$ cat src/rtl/video_pkg.sv
// Shared video definitions for the capture and transmit timing paths:
// default geometry, coordinate width, lock states and the pixel bundle.
package video_pkg;

  localparam int CW         = 12;
  localparam int HSIZE_DEF  = 640;
  localparam int VSIZE_DEF  = 480;
  localparam int WIDTH_DEF  = 320;
  localparam int HEIGHT_DEF = 240;

  typedef logic [CW-1:0] coord_t;

  typedef enum logic [1:0] {
    ST_UNLOCKED = 2'd0,
    ST_MEASURE  = 2'd1,
    ST_LOCKED   = 2'd2
  } state_e;

  typedef struct packed {
    logic        de;
    coord_t      col;
    coord_t      row;
    logic [23:0] rgb;
  } pix_t;

  function automatic coord_t sat_inc(input coord_t v);
    return (&v) ? v : v + coord_t'(1);
  endfunction

endpackage

$ cat src/rtl/video_rx_meas.sv
// Input sampling, edge detection and geometry measurement for the
// capture path; emits one tagged pixel and a frame boundary per cycle.
module video_rx_meas
  import video_pkg::*;
#(
  parameter int HSIZE = HSIZE_DEF,
  parameter int VSIZE = VSIZE_DEF
) (
  input  logic          clock25,
  input  logic          resetn,
  input  logic [23:0]   vid_d,
  input  logic          vid_de,
  input  logic          vid_hs,
  input  logic          vid_vs,
  output pix_t          pix,
  output logic          bound,
  output logic          frame_bad,
  output logic [CW-1:0] meas_hactive,
  output logic [CW-1:0] meas_vactive
);

  localparam coord_t HS_C = coord_t'(HSIZE);
  localparam coord_t VS_C = coord_t'(VSIZE);

  // line timing is fully carried by DE; hsync adds nothing
  logic unused_hs;
  assign unused_hs = vid_hs;

  logic [23:0] d1_q;
  logic        de1_q, de2_q, vs1_q, vs2_q;
  coord_t      pcol_q, pcol_d, pcol_cur;
  coord_t      lrow_q, lrow_d, lrow_cnt;
  coord_t      mh_q, mh_d, mv_q, mv_d;
  logic        bad_q, bad_d, bad_acc;
  logic        de_rise, de_fall, vs_rise;
  pix_t        pix_q, pix_d;
  logic        bound_q, bound_d;
  logic        fbad_q, fbad_d;

  always_comb begin
    de_rise  = de1_q & ~de2_q;
    de_fall  = ~de1_q & de2_q;
    vs_rise  = vs1_q & ~vs2_q;
    pcol_cur = de_rise ? '0 : pcol_q;
    pcol_d   = de1_q ? sat_inc(pcol_cur) : pcol_q;
    // a line ending on the boundary cycle still counts
    lrow_cnt = de_fall ? sat_inc(lrow_q) : lrow_q;
    lrow_d   = vs_rise ? '0 : lrow_cnt;
    bad_acc  = bad_q
             | (de_fall & (pcol_q != HS_C))
             | (de1_q & vs1_q);
    bad_d    = vs_rise ? 1'b0 : bad_acc;
    fbad_d   = bad_acc | (lrow_cnt != VS_C);
    mh_d     = de_fall ? pcol_q : mh_q;
    mv_d     = vs_rise ? lrow_cnt : mv_q;
    bound_d  = vs_rise;
    pix_d.de  = de1_q;
    pix_d.col = pcol_cur;
    pix_d.row = lrow_q;
    pix_d.rgb = d1_q;
  end

  always_ff @(posedge clock25 or negedge resetn) begin
    if (!resetn) begin
      d1_q    <= '0;
      de1_q   <= 1'b0;
      de2_q   <= 1'b0;
      vs1_q   <= 1'b0;
      vs2_q   <= 1'b0;
      pcol_q  <= '0;
      lrow_q  <= '0;
      bad_q   <= 1'b0;
      mh_q    <= '0;
      mv_q    <= '0;
      pix_q   <= '0;
      bound_q <= 1'b0;
      fbad_q  <= 1'b0;
    end else begin
      d1_q    <= vid_d;
      de1_q   <= vid_de;
      de2_q   <= de1_q;
      vs1_q   <= vid_vs;
      vs2_q   <= vs1_q;
      pcol_q  <= pcol_d;
      lrow_q  <= lrow_d;
      bad_q   <= bad_d;
      mh_q    <= mh_d;
      mv_q    <= mv_d;
      pix_q   <= pix_d;
      bound_q <= bound_d;
      fbad_q  <= fbad_d;
    end
  end

  assign pix          = pix_q;
  assign bound        = bound_q;
  assign frame_bad    = fbad_q;
  assign meas_hactive = mh_q;
  assign meas_vactive = mv_q;

endmodule

$ cat src/rtl/video_capture.sv
// Video capture front end: lock tracking on measured geometry and
// decimated framebuffer writes while locked.
module video_capture
  import video_pkg::*;
#(
  parameter int WIDTH  = WIDTH_DEF,
  parameter int HEIGHT = HEIGHT_DEF,
  parameter int XDIV   = 2,
  parameter int YDIV   = 2,
  parameter int HSIZE  = HSIZE_DEF,
  parameter int VSIZE  = VSIZE_DEF
) (
  input  logic          clock25,
  input  logic          resetn,
  input  logic [23:0]   vid_d,
  input  logic          vid_de,
  input  logic          vid_hs,
  input  logic          vid_vs,
  output logic          wr_en,
  output logic [CW-1:0] wr_x,
  output logic [CW-1:0] wr_y,
  output logic [23:0]   wr_rgb,
  output logic          frame_start,
  output logic          locked,
  output logic [CW-1:0] meas_hactive,
  output logic [CW-1:0] meas_vactive,
  output logic          err
);

  localparam int     XS   = $clog2(XDIV);
  localparam int     YS   = $clog2(YDIV);
  localparam coord_t XM   = coord_t'(XDIV - 1);
  localparam coord_t YM   = coord_t'(YDIV - 1);
  localparam coord_t WL   = coord_t'(WIDTH);
  localparam coord_t HL   = coord_t'(HEIGHT);

  pix_t pix;
  logic bound, frame_bad;

  video_rx_meas #(
    .HSIZE(HSIZE),
    .VSIZE(VSIZE)
  ) u_meas (
    .clock25     (clock25),
    .resetn      (resetn),
    .vid_d       (vid_d),
    .vid_de      (vid_de),
    .vid_hs      (vid_hs),
    .vid_vs      (vid_vs),
    .pix         (pix),
    .bound       (bound),
    .frame_bad   (frame_bad),
    .meas_hactive(meas_hactive),
    .meas_vactive(meas_vactive)
  );

  state_e state_q;
  logic   locked_q, err_q, fs_q;

  always_ff @(posedge clock25 or negedge resetn) begin
    if (!resetn) begin
      state_q  <= ST_UNLOCKED;
      locked_q <= 1'b0;
      err_q    <= 1'b0;
      fs_q     <= 1'b0;
    end else begin
      fs_q  <= bound;
      err_q <= 1'b0;
      if (bound) begin
        unique case (state_q)
          ST_UNLOCKED: begin
            state_q  <= ST_MEASURE;
            locked_q <= 1'b0;
          end
          ST_MEASURE: if (!frame_bad) begin
            state_q  <= ST_LOCKED;
            locked_q <= 1'b1;
          end
          ST_LOCKED: if (frame_bad) begin
            state_q  <= ST_MEASURE;
            locked_q <= 1'b0;
            err_q    <= 1'b1;
          end
          default: begin
            state_q  <= ST_UNLOCKED;
            locked_q <= 1'b0;
          end
        endcase
      end
    end
  end

  logic        wr_en_q, wr_en_d;
  coord_t      wr_x_q, wr_x_d, wr_y_q, wr_y_d;
  logic [23:0] wr_rgb_q, wr_rgb_d;

  // keep the first pixel of every XDIV x YDIV block
  always_comb begin
    wr_en_d  = (state_q == ST_LOCKED) & pix.de
             & ((pix.col & XM) == '0)
             & ((pix.row & YM) == '0)
             & ((pix.col >> XS) < WL)
             & ((pix.row >> YS) < HL);
    wr_x_d   = wr_en_d ? (pix.col >> XS) : wr_x_q;
    wr_y_d   = wr_en_d ? (pix.row >> YS) : wr_y_q;
    wr_rgb_d = wr_en_d ? pix.rgb : wr_rgb_q;
  end

  always_ff @(posedge clock25 or negedge resetn) begin
    if (!resetn) begin
      wr_en_q  <= 1'b0;
      wr_x_q   <= '0;
      wr_y_q   <= '0;
      wr_rgb_q <= '0;
    end else begin
      wr_en_q  <= wr_en_d;
      wr_x_q   <= wr_x_d;
      wr_y_q   <= wr_y_d;
      wr_rgb_q <= wr_rgb_d;
    end
  end

  assign wr_en       = wr_en_q;
  assign wr_x        = wr_x_q;
  assign wr_y        = wr_y_q;
  assign wr_rgb      = wr_rgb_q;
  assign frame_start = fs_q;
  assign locked      = locked_q;
  assign err         = err_q;

endmodule
$ cat config.mk
export PLATFORM = sky130hd
export DESIGN_NAME = video_capture
export DESIGN_NICKNAME = d
export VERILOG_FILES = /design/src/rtl/video_pkg.sv /design/src/rtl/video_rx_meas.sv /design/src/rtl/video_capture.sv
export SDC_FILE = /design/constraint.sdc
export NUM_CORES = 1
export LEC_CHECK = 0
export BUFFER_PORTS_ARGS = -buffer_cell sky130_fd_sc_hd__buf_4
export CAP_MARGIN = 20
export CORE_MARGIN = 2
export CORE_UTILIZATION = 50
export DETAILED_ROUTE_END_ITERATION = 8
export PLACE_DENSITY = 0.72
export SETUP_SLACK_MARGIN = 0.15
export SLEW_MARGIN = 20
export SYNTH_ARGS = -nofsm -noshare
export SYNTH_HDL_FRONTEND = slang
export SYNTH_HIERARCHICAL = 1
export SYNTH_SLANG_ARGS = --single-unit
$ cat constraint.sdc
create_clock -name clock25 -period 3.8 [get_ports clock25]
set_input_delay 0.57 -clock clock25 [delete_from_list [all_inputs] [get_ports clock25]]
set_output_delay 0.57 -clock clock25 [all_outputs]
set_load 0.03 [all_outputs]
==> reports/qor.yml, run 1 <==
outcome: "finished clean"
row_count: 41
number_of_distinct_standard_cells_referenced_by_the_synthesized_netlist: 51
top_ff_cell_synth: "sky130_fd_sc_hd__dfrtp_1"
cpLargestDelayFamily: "simple AND/OR/NAND/NOR gates"
start_util_pct: 51.1
finalWorstSetupSlack_ps: 1410
clock_sinks: 178
setup_viol: 0
drv_cap: 0
sw_ratio_pct: 22.9
grt_start_max_net_pins: 98
timing_max_transition_violations_final: 0
number_of_flops_mapped_to_enable_cells_by_yosys: 0
most_frequent_standard_cell_in_the_layout_excluding_fill_and_tap_cells: "sky130_fd_sc_hd__dfrtp_1"
cts-buffers-inserted: 17
design.portCount: 105
setup_repair_after_global_routing_missed_its_margin: "false"
antenna_cells: 0
fmaxAchievable_ghz: 0.418
place.port_buffers: 101
async_reset_ff_share_pct: 100
totalWireLength_um: 11600
cts_setup_buffers: 0
clock_tree_from_tritoncts: "built"
vias_in_the_first_global_route: 3801
layout.filler_cells: 973
worst_path_largest_cell_delay_ps: 500
vias_per_cell: 5.11
p_switching_mw: 0.941
synthesis.instances: 460
timing.max_slew.rel_slack_pct: 43.2
post-route-drc-count: 0
grt_first_pass_wirelength_um: 19500
postRouteAntennaNets: 0
ys_top_cells_by_area: "sky130_fd_sc_hd__dfrtp_1 (69%), sky130_fd_sc_hd__mux2_2 (7.5%), sky130_fd_sc_hd__nand2_1 (3.7%)"
synth.ff_latch_count: 178
internal-power_mw: 3.16
ir_worst_vdd_v: 0.000320
number_of_nets_in_the_layout: 597
finClkSkew_ps: 13.5
clock_tree.buffer_depth: 2
share_of_power_burned_in_the_clock_network_pct: 43.1
crit_path_start_kind: "register"
grt_antenna_before_repair: 0
post_synth.cell_area_avg_um2: 14.0
synth.yosys.seq_area_share_pct: 69.4
worst_path_most_repeated_cell: "sky130_fd_sc_hd__and2_1"
cts-root-buf: "sky130_fd_sc_hd__clkbuf_16"
required_ps: 4110
final_hold_viol_count: 0
avgRoutedWirePerCell_um: 15.4
dp_slack_ps: 1440
cellPowerDensity_nw_per_um2: 519
clkLatencyLatePin_ps: 420
final_core_util_pct: 62.9
synth.yosys.warnings: 6
hp_class: "primary input to async pin"
detail_route.iter0.violations: 256
clk_transition_reported_paths_ps: 70
detailedRoute.firstPassIterationCount: 5
worstPathCellList: "nand2b_4, and2_1, ha_1, and2_1, nand2_1, o41a_1, mux2_2"
areaGrowthSynthToFinish_pct: 23.1
pwr-share-comb_pct: 6.6
die_h_um: 117
gp_congestion: 0.847
period_share_pct: 62.9
leak_pwr_nw: 3.95
crit_fanout: 16
path_buf_inv: 0
detailroute.via_count: 3836
synth_top_cell_by_area: "sky130_fd_sc_hd__dfrtp_1"
layout_min_cycle_time_ps: 2390
cp.arrival_ps: 2700
timing_worst_slew_pin_value_ps: 852
core_region_area_um2: 12600
finalSetupTns_ps: 0
most-common-layout-cells: "sky130_fd_sc_hd__dfrtp_1 (178), sky130_fd_sc_hd__buf_4 (102), sky130_fd_sc_hd__nand2_1 (63)"
finalPower_mw: 4.10
die_area_um2: 13800
hold-worst-slack_ps: 235
post_synthesis_instance_area_um2: 6420
htreeDepth: 4
critPathCaptureType: "register"
synthDominantCellAreaShare_pct: 69.4
hold_buffers: 0
power.sequential.fraction_pct: 50.3
cts-resized-gates: 0
chipWidth_um: 117
worstSetupPathType: "register to register"
post_route_cells_drive_above_1_share_pct: 34.5
grt_use_total_pct: 18.1
overflow: 0
dp.final_hpwl_um: 7670
slowest_stage: "sky130_fd_sc_hd__dfrtp_1"
## area by class of cell
class | instances | area [µm²] | share of cell area (%)
flip-flops and latches | 178 | 4450 | 56.4
multi-input cells | 257 | 1800 | 22.7
repair buffers | 104 | 797 | 10.1
clock buffers | 19 | 453 | 5.73
well taps | 172 | 215 | 2.72
clock inverters | 13 | 159 | 2.01
inverters | 8 | 30.0 | 0.380
## flip-flops by register name (all words and copies together), names as in the netlist
signal and count:
wr_x 11, u_meas/lrow_q 12, u_meas/bound 1, wr_rgb 24
u_meas/meas_vactive 12, state_q 2, u_meas/vs1_q 1, u_meas/vs2_q 1
wr_y 11, u_meas/pix 49, wr_en 1, u_meas/frame_bad 1
frame_start 1, u_meas/bad_q 1, u_meas/d1_q 24, u_meas/meas_hactive 12
u_meas/pcol_q 12, err 1, u_meas/de1_q 1
## synthesized netlist by cell type, drive strengths merged, types with 3 or more instances
cell and number:
nor2b 6, o21ai 19, mux2 43, a21oi 9
nor3 5, clkbuf 5, and2 14, inv 8
nor4 7, nand4 13, buf 12, nand2 63
nand2b 4, nor2 18, and3 3, xnor2 8
mux2i 4, dfrtp 178, o31ai 3, nand3 7
## kinds of logic (layout without fill, tap and decap cells)
logic type	count (synthesis)	in the layout	synth area share, %
DFF	178	178	69.4
muxes	47	47	8.17
xor gates and xnor gates	10	10	1.36
and+or+nand+nor	154	154	13.5
AOI/OAI and AO/OA	42	42	4.42
buffers and inverters	26	144	2.69
adders and majority gates	2	2	0.390
other	1	2	0.0584
## worst paths after layout
path / start / to / slack, ps / depth (start not counted)
setup / recovery: u_meas/pix[48] / u_meas/pcol_q[1] / 1410 / 7
hold / removal: resetn / wr_rgb[23] / 230 / 1
setup reg to reg: u_meas/pix[48] / u_meas/pcol_q[1] / 1410 / 7
hold reg to reg: u_meas/d1_q[15] / u_meas/pix[15] / 350 / 0
max in group asynchronous: resetn / u_meas/pcol_q[3] / 2720 / 2
min in group clock25: vid_vs / u_meas/vs1_q / 250 / 1
## power groups by stage
stage	logic (mW)	registers, mW	clock network [mW]
6_report	0.270	2.06	1.77
4_1_cts	0.276	2.06	1.81
2_1_floorplan	0.113	2.12	0
3_3_place_gp	0.267	2.09	0
3_5_place_dp	0.276	2.10	0
5_1_grt	0.299	2.08	1.90
## metrics by stage
step | area (µm²) | cells
floorplan | 6420 | 461
global placement | 7290 | 719
detailed placement | 7290 | 719
CTS | 7900 | 751
global route | 7900 | 751
finish | 7900 | 751
## metal layers
layer | global-route usage (%) | share of wire, % | wire (µm) | up-vias
li1 | - | - | - | 1776
met2 | 26.5 | 46 | 5350 | 122
met1 | 25.6 | 47 | 5470 | 1921
met4 | 8.73 | 1.9 | 223 | 0
met3 | 4.62 | 4.7 | 543 | 17
met5 | 0 | 0 | 0 | -
(Power assumes the default switching activity.)
==> run 2: changes to the inputs <==
--- a/config.mk
+++ b/config.mk
@@ -10,7 +10,7 @@
 export CORE_MARGIN = 2
 export CORE_UTILIZATION = 50
 export DETAILED_ROUTE_END_ITERATION = 8
-export PLACE_DENSITY = 0.72
+export PLACE_DENSITY = 0.75
 export SETUP_SLACK_MARGIN = 0.15
 export SLEW_MARGIN = 20
 export SYNTH_ARGS = -nofsm -noshare
==> constraint.sdc (replaced) <==
create_clock -name clock25 -period 2.1 [get_ports clock25]
set_input_delay 0.315 -clock clock25 [delete_from_list [all_inputs] [get_ports clock25]]
set_output_delay 0.315 -clock clock25 [all_outputs]
set_load 0.03 [all_outputs]
==> run 2 against run 1 <==
Against the previous run: final cell count is 8.1% higher; worst setup slack worse by 1300 ps; non-clock buffer count is 62 higher; hold slack better by 66 ps; routed wire length is 16% higher; clock power is 77% higher; cell area is 8.6% higher; first-iteration DRC count is 31% higher; maximum frequency is 19% higher; die area stayed put.
==> reports/qor.yml, run 2 (synthesized netlist as in run 1, its figures left out) <==
outcome: "finished clean"
grt_use_total_pct: 20.0
core_region_area_um2: 12600
largest_reg_flops: 49
clk_transition_reported_paths_ps: 70
grt_antenna_before_repair: 0
totalWireLength_um: 13400
chipWidth_um: 117
setup_viol: 0
layout_min_cycle_time_ps: 2000
fmaxAchievable_ghz: 0.499
clock_tree_from_tritoncts: "built"
crit_fanout: 5
timing.max_slew.rel_slack_pct: 62.7
detail_route.iter0.violations: 336
post_route_cells_drive_above_1_share_pct: 38.4
die_area_um2: 13800
finClkSkew_ps: 10.4
die_h_um: 117
required_ps: 2370
number_of_nets_in_the_layout: 660
timing_max_transition_violations_final: 0
dp_slack_ps: 108
antenna_cells: 0
postRouteAntennaNets: 0
most_frequent_standard_cell_in_the_layout_excluding_fill_and_tap_cells: "sky130_fd_sc_hd__dfrtp_1"
drv_cap: 0
setup_repair_after_global_routing_missed_its_margin: "true"
cp.arrival_ps: 2270
detailroute.via_count: 4099
cts-root-buf: "sky130_fd_sc_hd__clkbuf_16"
most-common-layout-cells: "sky130_fd_sc_hd__dfrtp_1 (173), sky130_fd_sc_hd__buf_4 (130), sky130_fd_sc_hd__nand2_1 (61)"
critical_path.startpoint: "u_meas/de1_q"
crit_path_start_kind: "register"
worstSetupPathType: "register to register"
start_util_pct: 51.1
row_count: 41
design.portCount: 105
finalSetupTns_ps: 0
ir_worst_vdd_v: 0.000559
place.port_buffers: 101
timing_worst_slew_pin_value_ps: 555
grt_first_pass_wirelength_um: 21500
gp_congestion: 0.849
clock_tree.buffer_depth: 2
htreeDepth: 4
period_share_pct: 95.4
final_hold_viol_count: 0
areaGrowthSynthToFinish_pct: 33.7
grt_start_max_net_pins: 61
avgRoutedWirePerCell_um: 16.6
clock_sinks: 178
hold-worst-slack_ps: 300
leak_pwr_nw: 4.26
detailedRoute.firstPassIterationCount: 5
overflow: 0
finalPower_mw: 7.54
cellPowerDensity_nw_per_um2: 879
crit-reg2reg-launch: "u_meas/de1_q"
finalWorstSetupSlack_ps: 96.4
vias_in_the_first_global_route: 4326
post-route-drc-count: 0
vias_per_cell: 5.05
clkLatencyLatePin_ps: 420
cts-buffers-inserted: 17
dp.final_hpwl_um: 8140
hp_class: "primary input to async pin"
critPathCaptureType: "register"
[run 2: routing by layer]
layer	vias up	share of wire (%)	track usage, %
met5	-	0	0
met2	120	48	31.3
li1	1911	-	-
met4	0	1.8	8.96
met1	2052	45	26.4
met3	16	4.6	5.30
[run 2: cell type report]
class,count,area (µm²)
Sequential cell,178,4460
Fill cell,860,3990
Multi-Input combinational cell,258,1870
Timing Repair Buffer,166,1420
Clock buffer,18,429
Tap cell,172,215
Clock inverter,12,156
Inverter,8,30.0
[run 2: through the flow]
| step | cell area [µm²] | std cells | util, % |
|---|---|---|---|
| after floorplan | 6470 | 461 | - |
| final | 8580 | 812 | 68.3 |
| after detailed placement | 7500 | 739 | 59.7 |
| after CTS | 8460 | 804 | 67.3 |
| after global placement | 7500 | 739 | 59.7 |
| after global routing | 8580 | 812 | 68.3 |
[run 2: path summary, 6_finish.rpt]
check | to | slack (ps) | depth (start not counted)
min in group clock25 | u_meas/pix[7] | 340 | 0
worst min-delay path | u_meas/d1_q[4] | 300 | 2
worst min register to register | u_meas/pix[7] | 340 | 0
max in group asynchronous | u_meas/pix[19] | 990 | 3
worst max-delay path | u_meas/frame_bad | 100 | 6
worst max register to register | u_meas/frame_bad | 100 | 6
[run 2: where the power goes]
part / leakage, nW / switching [mW] / internal (mW)
Combinational: 1.65 / 0.378 / 0.312
Sequential: 2.32 / 0.111 / 3.60
Clock: 0.287 / 1.27 / 1.87
[run 2: critical path, stage by stage (launching register included)]
cell	delay [ps]
sky130_fd_sc_hd__dfrtp_1	420
sky130_fd_sc_hd__buf_4	170
sky130_fd_sc_hd__nand4b_4	170
sky130_fd_sc_hd__or2_4	280
sky130_fd_sc_hd__or4b_4	510
sky130_fd_sc_hd__a22oi_2	180
sky130_fd_sc_hd__nand4_1	130
[run 2: what timing repair did]
item / CTS / global route
pin swaps: 5 / 5
setup buffers: 7 / 5
hold buffers: 26 / 1
endpoints found under the hold margin: 42 / 1
gates resized for setup: 9 / 7
cloned: 2 / 2
setup endpoints to repair: 43 / 50
==> run 3: changes to the inputs <==
--- a/config.mk
+++ b/config.mk
@@ -7,10 +7,12 @@
 export LEC_CHECK = 0
 export BUFFER_PORTS_ARGS = -buffer_cell sky130_fd_sc_hd__buf_4
 export CAP_MARGIN = 20
+export CELL_PAD_IN_SITES_DETAIL_PLACEMENT = 2
+export CELL_PAD_IN_SITES_GLOBAL_PLACEMENT = 2
 export CORE_MARGIN = 2
-export CORE_UTILIZATION = 50
+export CORE_UTILIZATION = 35
 export DETAILED_ROUTE_END_ITERATION = 8
-export PLACE_DENSITY = 0.75
+export PLACE_DENSITY_LB_ADDON = 0.1
 export SETUP_SLACK_MARGIN = 0.15
 export SLEW_MARGIN = 20
 export SYNTH_ARGS = -nofsm -noshare
==> run 3 against run 2 <==
Against the previous run: core utilization decreased by 17 points; maximum frequency decreased by 3.8%; cell area increased by 7.5%; clock skew decreased by 2.4 ps; global-route usage about the same; via count increased by 7.0%; largest power group unchanged; worst setup slack got worse by 80 ps; critical path depth unchanged; clock power decreased by 2%; first-iteration DRC count decreased by 56%; final cell count increased by 11%.
==> reports/qor.yml, run 3 (synthesized netlist as in run 1, its figures left out) <==
antenna_cells: 0
largest_reg_flops: 49
final_core_util_pct: 51.4
die_area_um2: 19400
hold-worst-slack_ps: 348
grt_use_total_pct: 20.0
finalSetupTns_ps: 0
cpLargestDelayFamily: "simple AND/OR/NAND/NOR gates"
worst_path_largest_cell_delay_ps: 540
worstPathCellList: "or4b_4, nor4b_4, buf_4, buf_12, buf_12, mux2_4"
clkLatencyLatePin_ps: 430
gp_congestion: 0.795
vias_in_the_first_global_route: 5035
design.portCount: 105
most_frequent_standard_cell_in_the_layout_excluding_fill_and_tap_cells: "sky130_fd_sc_hd__dfrtp_1"
most-common-layout-cells: "sky130_fd_sc_hd__dfrtp_1 (169), sky130_fd_sc_hd__buf_4 (151), sky130_fd_sc_hd__nand2_1 (60)"
worstSetupPathType: "register to register"
row_count: 49
finClkSkew_ps: 8.06
clock_sinks: 178
slowest_stage: "sky130_fd_sc_hd__or4b_4"
dp.final_hpwl_um: 10700
drv_cap: 0
post_route_cells_drive_above_1_share_pct: 44.0
post-route-drc-count: 0
cts-root-buf: "sky130_fd_sc_hd__clkbuf_16"
layout_min_cycle_time_ps: 2080
cp.arrival_ps: 2390
share_of_power_burned_in_the_clock_network_pct: 40.7
sw_ratio_pct: 27.1
core_region_area_um2: 18000
finalPower_mw: 7.60
highest-signal-layer: "met4"
routedLengthMet1_um: 8270
met2_layer_wire_length_in_the_routed_design_um: 9380
leak_pwr_nw: 4.54
crit_fanout: 6
required_ps: 2410
place.port_buffers: 101
fmaxAchievable_ghz: 0.480
met3_length_um: 559
die_h_um: 139
clk_transition_reported_paths_ps: 70
overflow: 0
timing_worst_slew_pin_value_ps: 515
totalWireLength_um: 18400
grt_antenna_before_repair: 0
grt_first_pass_wirelength_um: 29900
start_util_pct: 35.7
critPathCaptureType: "register"
avgRoutedWirePerCell_um: 20.5
cts-buffers-inserted: 17
number_of_nets_in_the_layout: 690
clock_tree_from_tritoncts: "built"
detail_route.iter0.violations: 149
pwr-share-comb_pct: 10.4
ir_worst_vdd_v: 0.000600
p_switching_mw: 2.06
crit_path_start_kind: "register"
period_share_pct: 99.2
timing.max_slew.rel_slack_pct: 65.7
outcome: "finished clean"
chipWidth_um: 139
internal-power_mw: 5.54
vias_per_cell: 4.87
grt_start_max_net_pins: 53
detailedRoute.firstPassIterationCount: 4
power.sequential.fraction_pct: 48.9
timing_max_transition_violations_final: 0
worst_path_most_repeated_cell: "sky130_fd_sc_hd__buf_12"
path_buf_inv: 3
postRouteAntennaNets: 0
clock_tree.buffer_depth: 2
areaGrowthSynthToFinish_pct: 43.7
htreeDepth: 4
cellPowerDensity_nw_per_um2: 823
detailroute.via_count: 4386
hp_class: "register to register"
setup_repair_after_global_routing_missed_its_margin: "true"
final_hold_viol_count: 0
setup_viol: 0
-- run 3: cell types whose count changed in the layout (fill, tap and decap cells not counted), moves of 4 or more --
cell	previous run	this run
sky130_fd_sc_hd__buf_12	3	7
sky130_fd_sc_hd__buf_16	1	5
sky130_fd_sc_hd__buf_4	130	151
sky130_fd_sc_hd__dfrtp_1	173	169
sky130_fd_sc_hd__dfrtp_2	5	9
sky130_fd_sc_hd__inv_8	0	5
sky130_fd_sc_hd__mux2_2	37	1
sky130_fd_sc_hd__mux2_4	6	42
-- run 3: repair_timing --
| item | in CTS | in global routing |
|---|---|---|
| cloned | 7 | 0 |
| pin swaps | 10 | 20 |
| setup endpoints to repair | 54 | 62 |
| hold endpoints to repair | 74 | 0 |
| setup buffers | 15 | 11 |
| gates resized for setup | 49 | 37 |
| hold buffers | 27 | 0 |
-- run 3: through the flow --
stage	setup WS, ps	std cells	cell area [µm²]
floorplan	134	461	6470
CTS	50.6	890	8980
finish	16.5	901	9230
global route	-55.6	901	9230
detailed placement	69.8	809	7670
global placement	42.9	809	7670
-- run 3: area by class of cell --
type                    count  area, µm²
well taps                 229        287
inverters                   8       30.0
multi-input cells         258       2120
flip-flops and latches    178       4470
clock inverters            15        144
fillers                  1720       8740
clock buffers              17        425
repair buffers            196       1750
-- run 3: metal layers --
metal  GRT usage [%]  vias to the layer above
li1                -                     1972
met1            26.8                     2292
met2            33.5                      103
met3            3.96                       19
met4            5.21                        0
met5               0                        -
-- run 3: worst paths after layout --
kind,start,cells after the start,endpoint,slack (ps)
worst min register to register,u_meas/d1_q[11],0,u_meas/pix[11],350
max in group asynchronous,resetn,3,u_meas/pix[40],910
worst max-delay path,u_meas/pix[33],6,wr_rgb[1],20
worst min-delay path,u_meas/d1_q[11],0,u_meas/pix[11],350
worst max register to register,u_meas/pix[33],6,wr_rgb[1],20
min in group asynchronous,resetn,2,wr_rgb[7],430
-- run 3: power by group through the flow --
stage               clock, mW  sequential, mW  combinational, mW
CTS                      3.17            3.71              0.760
finish                   3.09            3.71              0.791
global placement            0            3.75              0.664
floorplan                   0            3.84              0.228
global route             3.34            3.74              0.868
detailed placement          0            3.77              0.686
